--- config.mk ---
export PLATFORM = sky130hd
export DESIGN_NAME = tmds_channel_decoder_flat
export DESIGN_NICKNAME = d
export VERILOG_FILES = /design/src/rtl/tmds_channel_decoder_if.sv /design/src/rtl/tmds_channel_decoder.sv /design/src/flat_wrapper.sv
export SDC_FILE = /design/constraint.sdc
export NUM_CORES = 1
export LEC_CHECK = 0
export BUFFER_PORTS_ARGS = -buffer_cell sky130_fd_sc_hd__buf_4
export CORE_MARGIN = 1.5
export CORE_UTILIZATION = 58
export DETAILED_ROUTE_END_ITERATION = 16
export HOLD_SLACK_MARGIN = 0.15
export PLACE_DENSITY_LB_ADDON = 0.05
export SYNTH_ARGS = -nofsm -noshare
export SYNTH_HDL_FRONTEND = slang
export SYNTH_SLANG_ARGS = --single-unit
--- constraint.sdc ---
create_clock -name clk_pixel -period 3 [get_ports clk_pixel]
set_input_delay 0.45 -clock clk_pixel [delete_from_list [all_inputs] [get_ports clk_pixel]]
set_output_delay 0.45 -clock clk_pixel [all_outputs]
set_load 0.03 [all_outputs]
--- src/rtl/tmds_channel_decoder_if.sv ---
// Link between a TMDS deserializer lane and its channel decoder.
// The deserializer side drives the word stream and receives bitslip requests.
interface tmds_channel_decoder_if;
    logic [9:0] tmds_in;
    logic       in_valid;
    logic [7:0] data_out;
    logic [1:0] ctrl_out;
    logic       de_out;
    logic       valid_out;
    logic       bitslip;
    logic       aligned;

    modport master (
        output tmds_in, in_valid,
        input  data_out, ctrl_out, de_out, valid_out, bitslip, aligned
    );

    modport slave (
        input  tmds_in, in_valid,
        output data_out, ctrl_out, de_out, valid_out, bitslip, aligned
    );
endinterface

--- src/rtl/tmds_channel_decoder.sv ---
// One TMDS channel: decodes 10-bit words into video bytes or control tokens
// and hunts for the word boundary by watching for runs of control tokens.
module tmds_channel_decoder #(
    parameter int TIMEOUT   = 4096,
    parameter int CTRL_RUN  = 8,
    parameter int SLIP_WAIT = 16
) (
    input  logic                   clk_pixel,
    input  logic                   resetn,
    tmds_channel_decoder_if.slave  bus
);
    localparam int IDLE_W = $clog2(TIMEOUT + 1);
    localparam int RUN_W  = $clog2(CTRL_RUN + 1);
    localparam int WAIT_W = $clog2(SLIP_WAIT + 1);

    typedef enum logic [1:0] {SEARCH, SLIP, LOCKED} state_t;

    state_t            state, state_next;
    logic [IDLE_W-1:0] idle_cnt, idle_next;
    logic [RUN_W-1:0]  run_cnt, run_next;
    logic [WAIT_W-1:0] wait_cnt, wait_next;
    logic              bitslip_next;
    logic              is_token;
    logic [1:0]        token_ctrl;
    logic [7:0]        d;
    logic [7:0]        data_dec;

    always_comb begin
        is_token   = 1'b1;
        token_ctrl = 2'b00;
        case (bus.tmds_in)
            10'b1101010100: token_ctrl = 2'b00;
            10'b0010101011: token_ctrl = 2'b01;
            10'b0101010100: token_ctrl = 2'b10;
            10'b1010101011: token_ctrl = 2'b11;
            default:        is_token   = 1'b0;
        endcase
        d = bus.tmds_in[9] ? ~bus.tmds_in[7:0] : bus.tmds_in[7:0];
        data_dec[0] = d[0];
        for (int i = 1; i < 8; i++) begin
            data_dec[i] = bus.tmds_in[8] ? (d[i] ^ d[i-1]) : ~(d[i] ^ d[i-1]);
        end
    end

    // Counters update first; the state decision then sees the post-word counts,
    // so lock is checked ahead of timeout.
    always_comb begin
        state_next   = state;
        idle_next    = idle_cnt;
        run_next     = run_cnt;
        wait_next    = wait_cnt;
        bitslip_next = 1'b0;
        if (bus.in_valid) begin
            if (is_token) begin
                idle_next = '0;
                if (run_cnt != RUN_W'(CTRL_RUN)) run_next = run_cnt + 1'b1;
            end else begin
                run_next = '0;
                if (idle_cnt != IDLE_W'(TIMEOUT)) idle_next = idle_cnt + 1'b1;
            end
            case (state)
                SEARCH: begin
                    if (run_next == RUN_W'(CTRL_RUN)) begin
                        state_next = LOCKED;
                    end else if (idle_next == IDLE_W'(TIMEOUT)) begin
                        bitslip_next = 1'b1;
                        idle_next    = '0;
                        run_next     = '0;
                        wait_next    = '0;
                        state_next   = SLIP;
                    end
                end
                SLIP: begin
                    idle_next = '0;
                    run_next  = '0;
                    if (wait_cnt == WAIT_W'(SLIP_WAIT - 1)) begin
                        wait_next  = '0;
                        state_next = SEARCH;
                    end else begin
                        wait_next = wait_cnt + 1'b1;
                    end
                end
                LOCKED: begin
                    if (idle_next == IDLE_W'(TIMEOUT)) begin
                        idle_next  = '0;
                        run_next   = '0;
                        state_next = SEARCH;
                    end
                end
                default: state_next = SEARCH;
            endcase
        end
    end

    always_ff @(posedge clk_pixel or negedge resetn) begin
        if (!resetn) begin
            state         <= SEARCH;
            idle_cnt      <= '0;
            run_cnt       <= '0;
            wait_cnt      <= '0;
            bus.data_out  <= '0;
            bus.ctrl_out  <= '0;
            bus.de_out    <= 1'b0;
            bus.valid_out <= 1'b0;
            bus.bitslip   <= 1'b0;
            bus.aligned   <= 1'b0;
        end else begin
            state         <= state_next;
            idle_cnt      <= idle_next;
            run_cnt       <= run_next;
            wait_cnt      <= wait_next;
            bus.valid_out <= bus.in_valid;
            bus.bitslip   <= bitslip_next;
            bus.aligned   <= (state_next == LOCKED);
            if (bus.in_valid) begin
                if (is_token) begin
                    bus.ctrl_out <= token_ctrl;
                    bus.de_out   <= 1'b0;
                end else begin
                    bus.data_out <= data_dec;
                    bus.de_out   <= 1'b1;
                end
            end
        end
    end
endmodule

--- src/flat_wrapper.sv ---
// flat-port wrapper written by rule: the top's interface ports become plain ports
module tmds_channel_decoder_flat 
#(
    parameter int TIMEOUT   = 4096,
    parameter int CTRL_RUN  = 8,
    parameter int SLIP_WAIT = 16
)
  (clk_pixel, resetn, bus_tmds_in, bus_in_valid, bus_data_out, bus_ctrl_out, bus_de_out, bus_valid_out, bus_bitslip, bus_aligned);
  tmds_channel_decoder_if bus_i ();
  input  logic clk_pixel;
  input  logic resetn;
  input wire logic [$bits(bus_i.tmds_in)-1:0] bus_tmds_in;
  input wire logic [$bits(bus_i.in_valid)-1:0] bus_in_valid;
  output wire logic [$bits(bus_i.data_out)-1:0] bus_data_out;
  output wire logic [$bits(bus_i.ctrl_out)-1:0] bus_ctrl_out;
  output wire logic [$bits(bus_i.de_out)-1:0] bus_de_out;
  output wire logic [$bits(bus_i.valid_out)-1:0] bus_valid_out;
  output wire logic [$bits(bus_i.bitslip)-1:0] bus_bitslip;
  output wire logic [$bits(bus_i.aligned)-1:0] bus_aligned;
  assign bus_i.tmds_in = bus_tmds_in;
  assign bus_i.in_valid = bus_in_valid;
  assign bus_data_out = bus_i.data_out;
  assign bus_ctrl_out = bus_i.ctrl_out;
  assign bus_de_out = bus_i.de_out;
  assign bus_valid_out = bus_i.valid_out;
  assign bus_bitslip = bus_i.bitslip;
  assign bus_aligned = bus_i.aligned;
  tmds_channel_decoder #(.TIMEOUT(TIMEOUT), .CTRL_RUN(CTRL_RUN), .SLIP_WAIT(SLIP_WAIT)) u_core (.clk_pixel(clk_pixel), .resetn(resetn), .bus(bus_i));
endmodule
======== After elaboration in Yosys (flattened, before gate mapping) ========
Index checks and enable logic that the tools add are counted.
storage, ports and cells
  bits in registers ....................... 38
  bits in latches ......................... 0
  RAM bits ................................ 0
  memory bits (read-only) ................. 0
  logic and storage cells ................. 86
  memories ................................ 0
cells by class
  add/subtract/negate cells ............... 3
  multipliers ............................. 0
  divide/modulo/power cells ............... 0
  $lt $le $gt $ge ......................... 0
  equal/unequal tests ..................... 14
  shift-type cells ........................ 0
  mux-type cells .......................... 37
  bitwise gates (word level) .............. 16
  reductions and logical operators ........ 6
operators by type and width
  kind                   count
  $mux 13                5
  $pmux 13 s3            1
  $eq 10x10->1 const B   2
  $mux 4                 5
  $mux 5                 3
  $add 13x1->13 const B  1
  $eq 13x13->1 const B   1
  $mux 1                 13
  $ne 13x13->1 const B   1
  $pmux 2 s3             2
  $pmux 4 s3             1
  $eq 10x8->1 const B    1
  $eq 10x9->1 const B    1
  $mux 2                 5
  $pmux 5 s2             1
  $mux 8                 1
  $not 1->1              8
  $not 8->8              1
  $xor 1x1->1            7
  $add 5x1->5 const B    1
  $eq 5x4->1 const B     1
  $add 4x1->4 const B    1
  $eq 2x2->1 const B     2
  $eq 4x4->1 const B     1
  9 further kinds        10

======== Longest topological paths before layout ========
  depth in word-level cells ............... 11
  depth in mapped cells ................... 10
  gate-level depth less buffers ........... 9

======== Least setup slack after synthesis ========
OpenSTA, ideal clock, no wires.
  kind .................................... register -> register
  start ................................... reg u_core.idle_cnt[0]
  end ..................................... reg u_core.idle_cnt[1]
  library setup time ...................... 122 ps
  arrival time ............................ 2,103 ps
  required time ........................... 2,878 ps
  slack ................................... 776 ps
  cell stages (with the launch flop) ...... 11
  path buffers ............................ 1
  period minus slack after synthesis ...... 2,224 ps
  path through ............................ dfrtp_1 > clkbuf_1 > inv_1 > ha_1 > nor4b_1 > nand3_1 > mux2_2 > nand2_1 > nor4_4 > o31ai_1 > a32o_1
between the ends
  longest elaborated chain between the ends .. 8
  elaborated cells on any way between the ends .. 9
  classes of those cells .................. add/sub: 1; eq/ne: 2; mux: 6
RTL lines
  what                                           line                                                    text
  from (decl)                                    tmds_channel_decoder.sv:19                              logic [IDLE_W-1:0] idle_cnt, idle_next;
  from (signal assigned)                         tmds_channel_decoder.sv:109                             idle_cnt <= idle_next;
  $add 13x1->13 or $ne 13x13->1 (tied branches)  tmds_channel_decoder.sv:59                              if (idle_cnt != IDLE_W'(TIMEOUT)) idle_next = idle_cnt + 1'b1;
  $mux 13 *                                      tmds_channel_decoder.sv:59
  $mux 13 *                                      tmds_channel_decoder.sv:54                              if (is_token) begin
  $mux 13 *                                      tmds_channel_decoder.sv:53                              if (bus.in_valid) begin
  $eq 13x13->1                                   tmds_channel_decoder.sv:65, tmds_channel_decoder.sv:84
  $mux 13                                        tmds_channel_decoder.sv:65, tmds_channel_decoder.sv:84
  $mux 13                                        tmds_channel_decoder.sv:63                              if (run_next == RUN_W'(CTRL_RUN)) begin
  $pmux 13 s3 *                                  tmds_channel_decoder.sv:61                              case (state)
Every way passes the cells marked *; elsewhere a longest branch is shown, timed or not. The select of a mux whose other input is x is not followed.
A chain may end at the register's enable or synchronous reset.

======== Worst setup path after layout ========
Ends and elaborated chain as after synthesis.

==> flow_summary.yaml <==
global_routing:
  antenna_found_initial: 0
  grt_max_degree: 39
  grt-ovfl-total: 0
  grt_usage: 0.239
  grt_pass1_wl_mm: 7.91
  grt_pass1_vias: 1784
floorplanning:
  die_w_microns: 65.9
  die_h_microns: 65.9
  ios: 27
  core_area_sq_um: 3720
  die-area_sq_um: 4340
  initial_core_util: 0.616
  row_count: 22
placed_design:
  post-dp-hpwl_mm: 3.37
  post_dp_cell_area_sq_um: 2490
  pre_cts_slack_ns: 0.371
  portBuffers: 26
  gp_congestion: 0.878
route:
  routed_wl_mm: 4.63
  firstDrtPassIters: 4
  post_drt_wl_per_cell_microns: 14.1
  viasPerCell: 5.62
  route.detailed.drc: 0
  num_vias: 1850
  ant_nets: 0
  met3WireLength_microns: 173
  dr.first_iter.drc_count: 86
  wl_met2_mm: 2.17
  drt-met1-wl_mm: 2.23
  dr.max_layer_used: "met4"
yosys:
  synth_cell_types: 51
  synth_edf_count: 0
  ys_warn_count: 0
  syn_nets: 277
  syn_area_per_cell_sq_um: 8.85
  synthDominantCellAreaShare: 0.415
  yosys.area.top_type: "dfrtp_1"
  postSynthCellCount: 259
  synthArstFlopShare: 1.00
  syn_area_sq_um: 2290
  synth_seq_cells: 38
  synthTopCellsByArea: "dfrtp_1, xnor2_1, o21ai_0"
  ys_seq_area_frac: 0.415
  synth_top_flop_cell: "dfrtp_1"
power_and_ir_drop:
  combPwrFrac: 0.346
  pwr-share-clk: 0.195
  intPower_mw: 1.02
  peakVddDrop_mv: 0.447
  power.density_nw_per_um2: 641
  p_sw_frac: 0.382
  sequentialPowerShare: 0.459
  p_switching_uw: 632
  p_leak_nw: 1.12
timing:
  fin_crit_sh: 0.887
  rsz0062_at_grt: "false"
  final_hold_viol_count: 0
  fin_ws_ns: 0.340
  finalSetupTns_ns: 0
  skew_ns: 0.00684
  slew_headroom: 0.650
  worst_pin_slew_ns: 0.518
  max_freq_ghz: 0.376
  setup-violations-final: 0
  period_needed_ns: 2.66
  hold-worst-slack_ns: 0.400
  drv_slew: 0
worst_setup_path:
  r2r-start: "u_core.idle_cnt[0]"
  cp.arrival_ns: 2.84
  r2r_end: "u_core.idle_cnt[1]"
  critPathKind: "flip-flop to flip-flop"
  startpoint_type: "flip-flop"
  r2r_setup_slack_ns: 0.34
  crit_start: "u_core.idle_cnt[0]"
  rr_worst_depth: 8
  path_max_fanout: 10
  required_ns: 3.18
  end_kind: "flip-flop"
hold_path:
  hold_path.class: "primary input to flip-flop"
  hold_depth: 3
  hold_end: "u_core.bus.ctrl_out[1]"
  hp-start: "bus_tmds_in[9]"
layout:
  syn2layout_area_growth_pct: 12.6
  nets: 299
  drive_above_1_share: 0.142
  final_common_cell: "dfrtp_1"
  layout_common_cells: "dfrtp_1, nor2_1, nand2_1, buf_4, o21ai_0"
  fill_cells: 323
  final_area_sq_um: 2580
  num_antenna_cells: 0
clock_tree:
  cts-root-buf: "clkbuf_8"
  clock-sinks: 38
  htreeDepth: 2
  cts_buffer_depth: 2
  cts_buffers: 5
  ctsResizeCount: 0
  cts.clk_slew.worst_paths_ns: 0.07
  cts_tree: "yes"
  clk_latency_ns: 0.29
run:
  maxCapViolCount: 0
run_status:
  status: "finished, final reports clean"
## logic make-up (layout without fill, tap and decap cells)
kind of cell    count (synthesis)  after routing  share of synthesized area
compound gates                 49             49                      0.133
xor+xnor                       29             29                      0.114
fa+ha+maj                       5              5                     0.0273
buf+inv                        26             48                     0.0475
flops                          38             38                      0.415
mux                             1              1                    0.00491
simple gates                  111            111                      0.258
## worst max-delay path, cell delays in order, from the launching register on
cell and delay [ns]:
dfrtp_1 0.51, ha_1 0.35, nand3_1 0.17, or4_4 0.57
xnor2_2 0.18, nand3_2 0.12, nor4_4 0.33, o31ai_1 0.12
a32o_1 0.21
## how the worst max path moves through the flow
stage                              end  slack [ns]  cells past startpoint
detailed placement  u_core.idle_cnt[1]        0.37                      8
CTS                 u_core.idle_cnt[1]        0.35                      8
finish              u_core.idle_cnt[1]        0.34                      8
global route        u_core.idle_cnt[1]        0.18                      8
global placement    u_core.idle_cnt[1]        0.42                      8
floorplan           u_core.idle_cnt[1]        0.78                     10
## through the flow
stage | power [mW] | util | instances
4_1_cts | 1.66 | 0.694 | 329
3_5_place_dp | 1.33 | 0.671 | 321
5_1_grt | 1.77 | 0.694 | 329
2_1_floorplan | 1.19 | - | 259
3_3_place_gp | 1.32 | 0.671 | 321
6_report | 1.65 | 0.694 | 329
## power by group through the flow
stage	Clock, mW	Sequential [mW]	Combinational, mW
after floorplan	0	0.724	0.468
after global placement	0	0.761	0.560
after detailed placement	0	0.762	0.571
after CTS	0.330	0.754	0.574
after global routing	0.345	0.777	0.646
final	0.323	0.759	0.572
## flip-flops by register name, indices dropped and copies added, names as in the netlist
name	cells
u_core.bus.bitslip	1
u_core.bus.data_out	8
u_core.wait_cnt	5
u_core.run_cnt	4
u_core.bus.de_out	1
u_core.state	2
u_core.bus.aligned	1
u_core.bus.valid_out	1
u_core.bus.ctrl_out	2
u_core.idle_cnt	13
## repair_timing
action | in CTS | in global routing
hold buffers | 1 | 0
setup buffers | 0 | 0
endpoints found under the hold margin | 38 | 0
## cell usage after synthesis, types with 2 or more instances
cell / count
nand2_1: 27
nand3b_1: 3
a31oi_1: 3
dfrtp_1: 38
nor4_1: 3
a21boi_0: 2
nand3_1: 12
nand3_2: 2
o21ai_0: 23
inv_1: 12
clkbuf_1: 6
a22o_1: 2
and2_1: 2
a21oi_1: 5
ha_1: 5
nor3_1: 6
buf_2: 5
and3_1: 2
nor2_1: 30
nor4b_1: 2
o22ai_1: 2
xnor2_1: 18
nand2b_1: 2
xor2_1: 10
nand4_1: 11
## final cells by class
cell class | instances | area (sq um) | area share
Multi-Input combinational cell | 195 | 1230 | 0.477
Inverter | 13 | 48.8 | 0.0189
Tap cell | 48 | 60.1 | 0.0233
Sequential cell | 38 | 951 | 0.369
Clock buffer | 7 | 76.3 | 0.0296
Timing Repair Buffer | 28 | 213 | 0.0824
## metal layers
layer / vias to the layer above / global-route usage
met3: 7 / 0.0426
met4: 0 / 0.0938
met5: - / 0
met2: 42 / 0.384
li1: 943 / -
met1: 858 / 0.320
(Power assumes the default switching activity.)
